<file path="src/rtl/cell_alu_pipe_if.sv">
// Operand/result handshake bundle for cell_alu_pipe: operand side (in_*) and
// result side (out_*), each with its own valid/ready pair.
interface cell_alu_pipe_if #(
   parameter int OPCODE_WIDTH  = 4,
   parameter int CHANNEL_WIDTH = 8,
   parameter int CHANNEL_NUM   = 3,
   parameter int CELL_N        = 3
);
   localparam int PIXEL_DEPTH = CHANNEL_WIDTH * CHANNEL_NUM;
   localparam int CELL_DEPTH  = PIXEL_DEPTH * CELL_N * CELL_N;

   logic                     in_valid;
   logic                     in_ready;
   logic [OPCODE_WIDTH-1:0]  in_opcode;
   logic [CELL_DEPTH-1:0]    in_cell_a;
   logic [CELL_DEPTH-1:0]    in_cell_b;
   logic [CHANNEL_WIDTH-1:0] in_user;
   logic                     out_valid;
   logic                     out_ready;
   logic [PIXEL_DEPTH-1:0]   out_pixel;
   logic                     out_err;

   modport master (
      output in_valid, in_opcode, in_cell_a, in_cell_b, in_user, out_ready,
      input  in_ready, out_valid, out_pixel, out_err
   );

   modport slave (
      input  in_valid, in_opcode, in_cell_a, in_cell_b, in_user, out_ready,
      output in_ready, out_valid, out_pixel, out_err
   );
endinterface

</file>
<file path="src/rtl/cell_alu_pipe.sv">
// Handshaked cell ALU: pointwise ops on centre pixels, multi-cycle exact AVG.
// Define CELL_ALU_SATURATE_EN to clamp ADD/ADDI/MULT/MULTI/SUB/SUBI instead of wrapping.
module cell_alu_pipe #(
   parameter int OPCODE_WIDTH  = 4,
   parameter int CHANNEL_WIDTH = 8,
   parameter int CHANNEL_NUM   = 3,
   parameter int CELL_N        = 3
) (
   input logic            clk,
   input logic            reset_n,
   cell_alu_pipe_if.slave bus
);
   localparam int W           = CHANNEL_WIDTH;
   localparam int PIXEL_DEPTH = W * CHANNEL_NUM;
   localparam int CELL_DEPTH  = PIXEL_DEPTH * CELL_N * CELL_N;
   localparam int NN          = CELL_N * CELL_N;
   localparam int CENTER      = (NN - 1) / 2;
   localparam int ACC_W       = W + $clog2(NN);
   localparam int IDX_W       = (NN > 1) ? $clog2(NN) : 1;

   typedef enum logic [1:0] {IDLE, EXEC, DONE} stateT;

   typedef enum logic [OPCODE_WIDTH-1:0] {
      OP_ADD   = OPCODE_WIDTH'(0),
      OP_ADDI  = OPCODE_WIDTH'(1),
      OP_SUB   = OPCODE_WIDTH'(2),
      OP_SUBI  = OPCODE_WIDTH'(3),
      OP_MULT  = OPCODE_WIDTH'(4),
      OP_MULTI = OPCODE_WIDTH'(5),
      OP_DIV2  = OPCODE_WIDTH'(6),
      OP_INV   = OPCODE_WIDTH'(7),
      OP_AND   = OPCODE_WIDTH'(8),
      OP_OR    = OPCODE_WIDTH'(9),
      OP_NOR   = OPCODE_WIDTH'(10),
      OP_AVG   = OPCODE_WIDTH'(11)
   } opcodeT;

   stateT                                 state;
   logic [OPCODE_WIDTH-1:0]               opReg;
   logic [CELL_DEPTH-1:0]                 cellA;
   logic [PIXEL_DEPTH-1:0]                bCenter;
   logic [W-1:0]                          userReg;
   logic [CHANNEL_NUM-1:0][ACC_W-1:0]     acc;
   logic [IDX_W-1:0]                      idx;
   logic                                  inReady;
   logic                                  outValid;
   logic [PIXEL_DEPTH-1:0]                outPixel;
   logic                                  outErr;

   logic [PIXEL_DEPTH-1:0]                pointPixel;
   logic                                  pointErr;
   logic [CHANNEL_NUM-1:0][ACC_W-1:0]     accSum;
   logic [PIXEL_DEPTH-1:0]                avgPixel;

   // Only the centre pixel of cell B ever feeds an operation.
   logic unusedCellB;
   assign unusedCellB = ^bus.in_cell_b;

   function automatic logic [W-1:0] chanOp(
      input logic [OPCODE_WIDTH-1:0] op,
      input logic [W-1:0]            a,
      input logic [W-1:0]            b,
      input logic [W-1:0]            u
   );
      logic [W-1:0] res;
`ifdef CELL_ALU_SATURATE_EN
      logic [W:0]     sum;
      logic [2*W-1:0] prod;
      sum  = '0;
      prod = '0;
`endif
      res = a;
      case (op)
`ifdef CELL_ALU_SATURATE_EN
         OP_ADD: begin
            sum = {1'b0, a} + {1'b0, b};
            res = sum[W] ? '1 : sum[W-1:0];
         end
         OP_ADDI: begin
            sum = {1'b0, a} + {1'b0, u};
            res = sum[W] ? '1 : sum[W-1:0];
         end
         OP_SUB:  res = (a < b) ? '0 : a - b;
         OP_SUBI: res = (a < u) ? '0 : a - u;
         OP_MULT: begin
            prod = {{W{1'b0}}, a} * {{W{1'b0}}, b};
            res  = (|prod[2*W-1:W]) ? '1 : prod[W-1:0];
         end
         OP_MULTI: begin
            prod = {{W{1'b0}}, a} * {{W{1'b0}}, u};
            res  = (|prod[2*W-1:W]) ? '1 : prod[W-1:0];
         end
`else
         OP_ADD:   res = a + b;
         OP_ADDI:  res = a + u;
         OP_SUB:   res = a - b;
         OP_SUBI:  res = a - u;
         OP_MULT:  res = a * b;
         OP_MULTI: res = a * u;
`endif
         OP_DIV2:  res = a >> 1;
         OP_INV:   res = ~a;
         OP_AND:   res = a & b;
         OP_OR:    res = a | b;
         OP_NOR:   res = ~(a | b);
         default:  res = a;
      endcase
      return res;
   endfunction

   // AVG consumes cell A from the low pixel upward; the register is shifted
   // each accumulate cycle so pixel idx always sits at slot 0.
   always_comb begin
      pointPixel = '0;
      accSum     = '0;
      avgPixel   = '0;
      pointErr   = (opReg > OP_AVG);
      for (int unsigned c = 0; c < CHANNEL_NUM; c++) begin
         pointPixel[c*W +: W] = chanOp(opReg, cellA[CENTER*PIXEL_DEPTH + c*W +: W],
                                       bCenter[c*W +: W], userReg);
         accSum[c]            = acc[c] + ACC_W'(cellA[c*W +: W]);
         avgPixel[c*W +: W]   = W'(accSum[c] / ACC_W'(NN));
      end
   end

   always_ff @(posedge clk or negedge reset_n) begin
      if (!reset_n) begin
         state    <= IDLE;
         opReg    <= '0;
         cellA    <= '0;
         bCenter  <= '0;
         userReg  <= '0;
         acc      <= '0;
         idx      <= '0;
         inReady  <= 1'b1;
         outValid <= 1'b0;
         outPixel <= '0;
         outErr   <= 1'b0;
      end else begin
         case (state)
            IDLE: begin
               if (bus.in_valid && inReady) begin
                  opReg   <= bus.in_opcode;
                  cellA   <= bus.in_cell_a;
                  bCenter <= bus.in_cell_b[CENTER*PIXEL_DEPTH +: PIXEL_DEPTH];
                  userReg <= bus.in_user;
                  acc     <= '0;
                  idx     <= '0;
                  inReady <= 1'b0;
                  state   <= EXEC;
               end
            end
            EXEC: begin
               if (opReg == OP_AVG) begin
                  acc   <= accSum;
                  cellA <= cellA >> PIXEL_DEPTH;
                  idx   <= idx + 1'b1;
                  if (idx == IDX_W'(NN - 1)) begin
                     outPixel <= avgPixel;
                     outErr   <= 1'b0;
                     outValid <= 1'b1;
                     state    <= DONE;
                  end
               end else begin
                  outPixel <= pointPixel;
                  outErr   <= pointErr;
                  outValid <= 1'b1;
                  state    <= DONE;
               end
            end
            DONE: begin
               if (bus.out_ready) begin
                  outValid <= 1'b0;
                  inReady  <= 1'b1;
                  state    <= IDLE;
               end
            end
            default: state <= IDLE;
         endcase
      end
   end

   assign bus.in_ready  = inReady;
   assign bus.out_valid = outValid;
   assign bus.out_pixel = outPixel;
   assign bus.out_err   = outErr;
endmodule

</file>
<file path="src/flat_wrapper.sv">
// flat-port wrapper written by rule: the top's interface ports become plain ports
module cell_alu_pipe_flat 
#(
   parameter int OPCODE_WIDTH  = 4,
   parameter int CHANNEL_WIDTH = 8,
   parameter int CHANNEL_NUM   = 3,
   parameter int CELL_N        = 3
)
  (clk, reset_n, bus_in_valid, bus_in_opcode, bus_in_cell_a, bus_in_cell_b, bus_in_user, bus_out_ready, bus_in_ready, bus_out_valid, bus_out_pixel, bus_out_err);
  cell_alu_pipe_if #(.OPCODE_WIDTH(OPCODE_WIDTH), .CHANNEL_WIDTH(CHANNEL_WIDTH), .CHANNEL_NUM(CHANNEL_NUM), .CELL_N(CELL_N)) bus_i ();
  input logic clk;
  input logic reset_n;
  input wire logic [$bits(bus_i.in_valid)-1:0] bus_in_valid;
  input wire logic [$bits(bus_i.in_opcode)-1:0] bus_in_opcode;
  input wire logic [$bits(bus_i.in_cell_a)-1:0] bus_in_cell_a;
  input wire logic [$bits(bus_i.in_cell_b)-1:0] bus_in_cell_b;
  input wire logic [$bits(bus_i.in_user)-1:0] bus_in_user;
  input wire logic [$bits(bus_i.out_ready)-1:0] bus_out_ready;
  output wire logic [$bits(bus_i.in_ready)-1:0] bus_in_ready;
  output wire logic [$bits(bus_i.out_valid)-1:0] bus_out_valid;
  output wire logic [$bits(bus_i.out_pixel)-1:0] bus_out_pixel;
  output wire logic [$bits(bus_i.out_err)-1:0] bus_out_err;
  assign bus_i.in_valid = bus_in_valid;
  assign bus_i.in_opcode = bus_in_opcode;
  assign bus_i.in_cell_a = bus_in_cell_a;
  assign bus_i.in_cell_b = bus_in_cell_b;
  assign bus_i.in_user = bus_in_user;
  assign bus_i.out_ready = bus_out_ready;
  assign bus_in_ready = bus_i.in_ready;
  assign bus_out_valid = bus_i.out_valid;
  assign bus_out_pixel = bus_i.out_pixel;
  assign bus_out_err = bus_i.out_err;
  cell_alu_pipe #(.OPCODE_WIDTH(OPCODE_WIDTH), .CHANNEL_WIDTH(CHANNEL_WIDTH), .CHANNEL_NUM(CHANNEL_NUM), .CELL_N(CELL_N)) u_core (.clk(clk), .reset_n(reset_n), .bus(bus_i));
endmodule
</file>
<file path="config.mk">
export PLATFORM = sky130hd
export DESIGN_NAME = cell_alu_pipe_flat
export DESIGN_NICKNAME = d
export VERILOG_FILES = /design/src/rtl/cell_alu_pipe_if.sv /design/src/rtl/cell_alu_pipe.sv /design/src/flat_wrapper.sv
export SDC_FILE = /design/constraint.sdc
export NUM_CORES = 1
export LEC_CHECK = 0
export BUFFER_PORTS_ARGS = -buffer_cell sky130_fd_sc_hd__buf_2
export CAP_MARGIN = 20
export CORE_UTILIZATION = 58
export CTS_CLUSTER_SIZE = 28
export DETAILED_ROUTE_END_ITERATION = 12
export PLACE_DENSITY_LB_ADDON = 0.2
export SETUP_SLACK_MARGIN = 0.1
export SLEW_MARGIN = 20
export SYNTH_ARGS = -nofsm -noshare
export SYNTH_HDL_FRONTEND = slang
export SYNTH_SLANG_ARGS = --single-unit
</file>
<file path="constraint.sdc">
create_clock -name clk -period 6.52 [get_ports clk]
set_clock_uncertainty 0.05 [all_clocks]
set_input_delay 0.326 -clock clk [delete_from_list [all_inputs] [get_ports clk]]
set_output_delay 0.326 -clock clk [all_outputs]
set_load 0.02 [all_outputs]
</file>
==> results.yml <==
outcome:
  run_status: "finished, final reports clean"
detailed_routing:
  finalWirelength_mm: 96.1
  wl_per_cell_um: 22.3
  dr.first_iter.drc_count: 2518
  via_per_inst: 6.31
  route.vias.total: 27200
  drc: 0
  dr.pass1.iters: 6
  ant_nets: 0
logic_synthesis:
  synth_edf_count: 0
  synth.area.top_cells: "dfrtp_1 29%, ha_1 7.0%, nand2_1 6.6%"
  synth_top_area_cell: "dfrtp_1"
  synthArstFlopShare_pct: 100
  syn_inst: 3317
  yosys_register_bits: 321
  syn_nets: 3999
  synth_top_area_share_pct: 28.6
  yosysSeqAreaShare_pct: 28.7
  synthFlopType: "dfrtp_1"
  synth.distinct_cells: 125
  synth_area_um2: 28000
  syn_avg_cell_area_um2: 8.45
  yosysWarnings: 0
place:
  io_buffers: 282
  dp_hpwl_mm: 66.8
  dp_cells: 4073
  dp_slack_ns: 0.137
  placed_area_um2: 30000
  gp_congestion: 1.02
die:
  die_x_um: 222
  die_area_um2: 49200
  rows: 80
  die_h_um: 222
  num_io_pins: 475
  core-area_um2: 47700
  initial_core_util_pct: 58.7
cells_and_area:
  drive_gt1_share_pct: 17.1
  design_area_um2: 33100
  nets: 4321
  n_fill_cell: 3863
  final_cells: 4308
  area_growth_pct: 17.9
worst_setup_path:
  endpoint_kind: "register"
  crit_family: "compound AO/OA/AOI/OAI gates"
  path_buf_inv: 0
  path_cells: "ha_1 -> a2111oi_2 -> o21a_1 -> mux2_2 -> or2_4 -> xnor2_4 -> nor2b_1 -> a221oi_4 -> a31oi_1 -> o32ai_1 -> a311oi_4 -> nor3b_2 -> mux2_2 -> o21a_2 -> a21o_2 -> and2_1 -> ha_1 -> o41ai_1 -> a21oi_1 -> a21oi_1 -> a41oi_2"
  slowest_delay_ns: 0.41
  cp.arrival_ns: 6.63
  crit_path_start: "u_core.acc[30]$_DFFE_PN0P_"
  rrSetupSlack_ns: 0.25
  cp.required_ns: 6.88
  start_kind: "register"
  slowest_stage: "a2111oi_2"
  reg2reg_depth: 21
  crit_type: "reg -> reg"
  path_max_fanout: 8
  path_depth: 21
  reg2reg_from: "u_core.acc[30]$_DFFE_PN0P_"
pwr:
  p_leak_uw: 0.0151
  power.density_nw_per_um2: 633
  ir_drop_mv: 0.472
min_path:
  hp-class: "in -> reg"
  hold_depth: 3
  hp-start: "bus_in_cell_a[163]"
clocking:
  cts_tree: "built"
  clkSinkCount: 321
  numCtsBuffers: 38
  clk_path_buf_depth: 3
  path_clk_slew_ns: 0.06
  htreeDepth: 2
  clock_latency_ns: 0.58
  cts_root_buf: "clkbuf_16"
sta:
  worst_slew_pin_slew_ns: 1.03
  slew_headroom_pct: 31.5
  min_period_ns: 6.27
  hold_viol: 0
  rsz0062_at_grt: "false"
  fmax_ghz: 0.159
  post-route-period-util_pct: 96.2
  setup_viol_count_final: 0
  final.setup.tns_ns: 0
  setup_slack_ns: 0.250
  slew_violations: 0
global_routing:
  antenna_found_initial: 25
  grt_usage_pct: 38.2
  grt_max_degree: 186
  grt.overflow.total: 0
  grt_pass1_wl_mm: 148
  grt_pass1_vias: 26800
job:
  max_cap_violations: 0
-- cells in the final DEF (no fill, tap or decap), types with 20 or more instances in the layout --
cell type / synthesis / layout
clkbuf_16: 0 / 39
and2_1: 110 / 110
fa_1: 78 / 78
o22ai_1: 21 / 20
o211ai_1: 26 / 26
inv_1: 186 / 186
nor2_1: 162 / 155
mux2_2: 43 / 43
dfrtp_1: 320 / 320
a21o_1: 37 / 37
a21oi_1: 122 / 115
nor3_1: 44 / 41
a211oi_1: 22 / 22
xnor2_1: 120 / 116
a31oi_1: 38 / 38
nand3_1: 76 / 74
xor2_1: 42 / 41
buf_2: 10 / 281
ha_1: 156 / 154
diode_2: 0 / 24
nand2_1: 490 / 490
mux2i_1: 181 / 181
or3_1: 24 / 24
dlygate4sd3_1: 0 / 126
buf_4: 6 / 91
a22oi_1: 30 / 30
o21ai_0: 363 / 362
o21a_1: 25 / 23
-- cell usage after synthesis (17+ instances only) --
cell      count
a211oi_1     22
a21o_1       37
a21oi_1     122
a22oi_1      30
a31oi_1      38
and2_1      110
clkbuf_1    190
dfrtp_1     320
fa_1         78
ha_1        156
inv_1       186
mux2_2       43
mux2i_1     181
nand2_1     490
nand2b_1     17
nand3_1      76
nor2_1      162
nor2b_1      20
nor3_1       44
o211ai_1     26
o21a_1       25
o21ai_0     363
o22ai_1      21
or3_1        24
xnor2_1     120
xor2_1       42
-- worst reg2reg max path: stages, from the launching register on --
cell and delay (ns):
dfrtp_1 0.38, ha_1 0.40, a2111oi_2 0.41, o21a_1 0.24, mux2_2 0.38, or2_4 0.33
xnor2_4 0.27, nor2b_1 0.33, a221oi_4 0.10, a31oi_1 0.33, o32ai_1 0.23, a311oi_4 0.31
nor3b_2 0.27, mux2_2 0.41, o21a_2 0.15, a21o_2 0.23, and2_1 0.19, ha_1 0.30
o41ai_1 0.33, a21oi_1 0.12, a21oi_1 0.20, a41oi_2 0.13
-- where the power goes --
part	leakage [uW]	switching (uW)	internal, uW
Clock	0.000641	935	1320
Sequential	0.00414	1120	2750
Combinational	0.0104	8750	6040
Total	0.0151	10800	10100
-- flip-flops by register name (all words and copies together), names as in the netlist --
register,cells
u_core.opReg,4
u_core.bus.in_ready,1
u_core.bus.out_pixel,24
u_core.userReg,8
u_core.bus.out_valid,1
u_core.state,2
u_core.idx,4
u_core.cellA,216
u_core.bCenter,24
u_core.bus.out_err,1
u_core.acc,36
-- path summary, 6_finish.rpt --
kind	end
min	u_core.cellA[163]$_DFFE_PN0P_
max in group asynchronous	u_core.cellA[103]$_DFFE_PN0P_
min reg2reg	u_core.cellA[40]$_DFFE_PN0P_
min in group asynchronous	u_core.acc[11]$_DFFE_PN0P_
max	u_core.bus.out_pixel[16]$_DFFE_PN0P_
max reg2reg	u_core.bus.out_pixel[16]$_DFFE_PN0P_
-- metal layers --
metal  wire (um)  vias to the layer above  global-route usage (%)
met4        5290                        4                    21.2
met3        7020                      348                    6.11
li1            -                    12400                       -
met1       37500                    13200                    46.7
met2       46300                     1270                    64.6
met5          26                        -                       0
-- through the flow --
step	utilization [%]	total power [uW]	hold slack, ns
floorplan	-	13800	-0.0196
global placement	62.9	17400	0.309
detailed placement	62.9	17800	0.313
CTS	68.3	20200	0.000504
global route	69.2	22400	0.00629
finish	69.2	20900	0.00450
-- kinds of logic (layout without fill, tap and decap cells) --
family / after synthesis / in the layout / synth area share (%)
AO/OA/AOI/OAI: 919 / 919 / 21.9
XOR/XNOR: 169 / 169 / 5.62
AND/OR/NAND/NOR: 1034 / 1034 / 17.2
other: 0 / 24 / 0
multiplexers: 225 / 225 / 8.23
adder cells (fa/ha/maj): 238 / 238 / 12.7
flip-flops: 321 / 321 / 28.7
buffers and inverters: 411 / 763 / 5.68
-- layout make-up --
| type | instances | area (um^2) | area share (%) |
|---|---|---|---|
| clock inverter | 22 | 258 | 0.780 |
| clock buffer | 48 | 1060 | 3.21 |
| inverter | 189 | 709 | 2.15 |
| tap | 615 | 769 | 2.33 |
| sequential | 321 | 8030 | 24.3 |
| antenna | 24 | 60.1 | 0.182 |
| multi-input combinational | 2585 | 18700 | 56.6 |
| timing repair buffer | 504 | 3450 | 10.4 |
-- repair_timing --
| action | in CTS | in global routing |
|---|---|---|
| endpoints found under the setup margin | 0 | 6 |
| buffers inserted | 0 | 15 |
| hold buffers | 126 | 0 |
| resized for setup | 0 | 51 |
| hold endpoints to repair | 203 | 0 |
(Power assumes the default switching activity.)
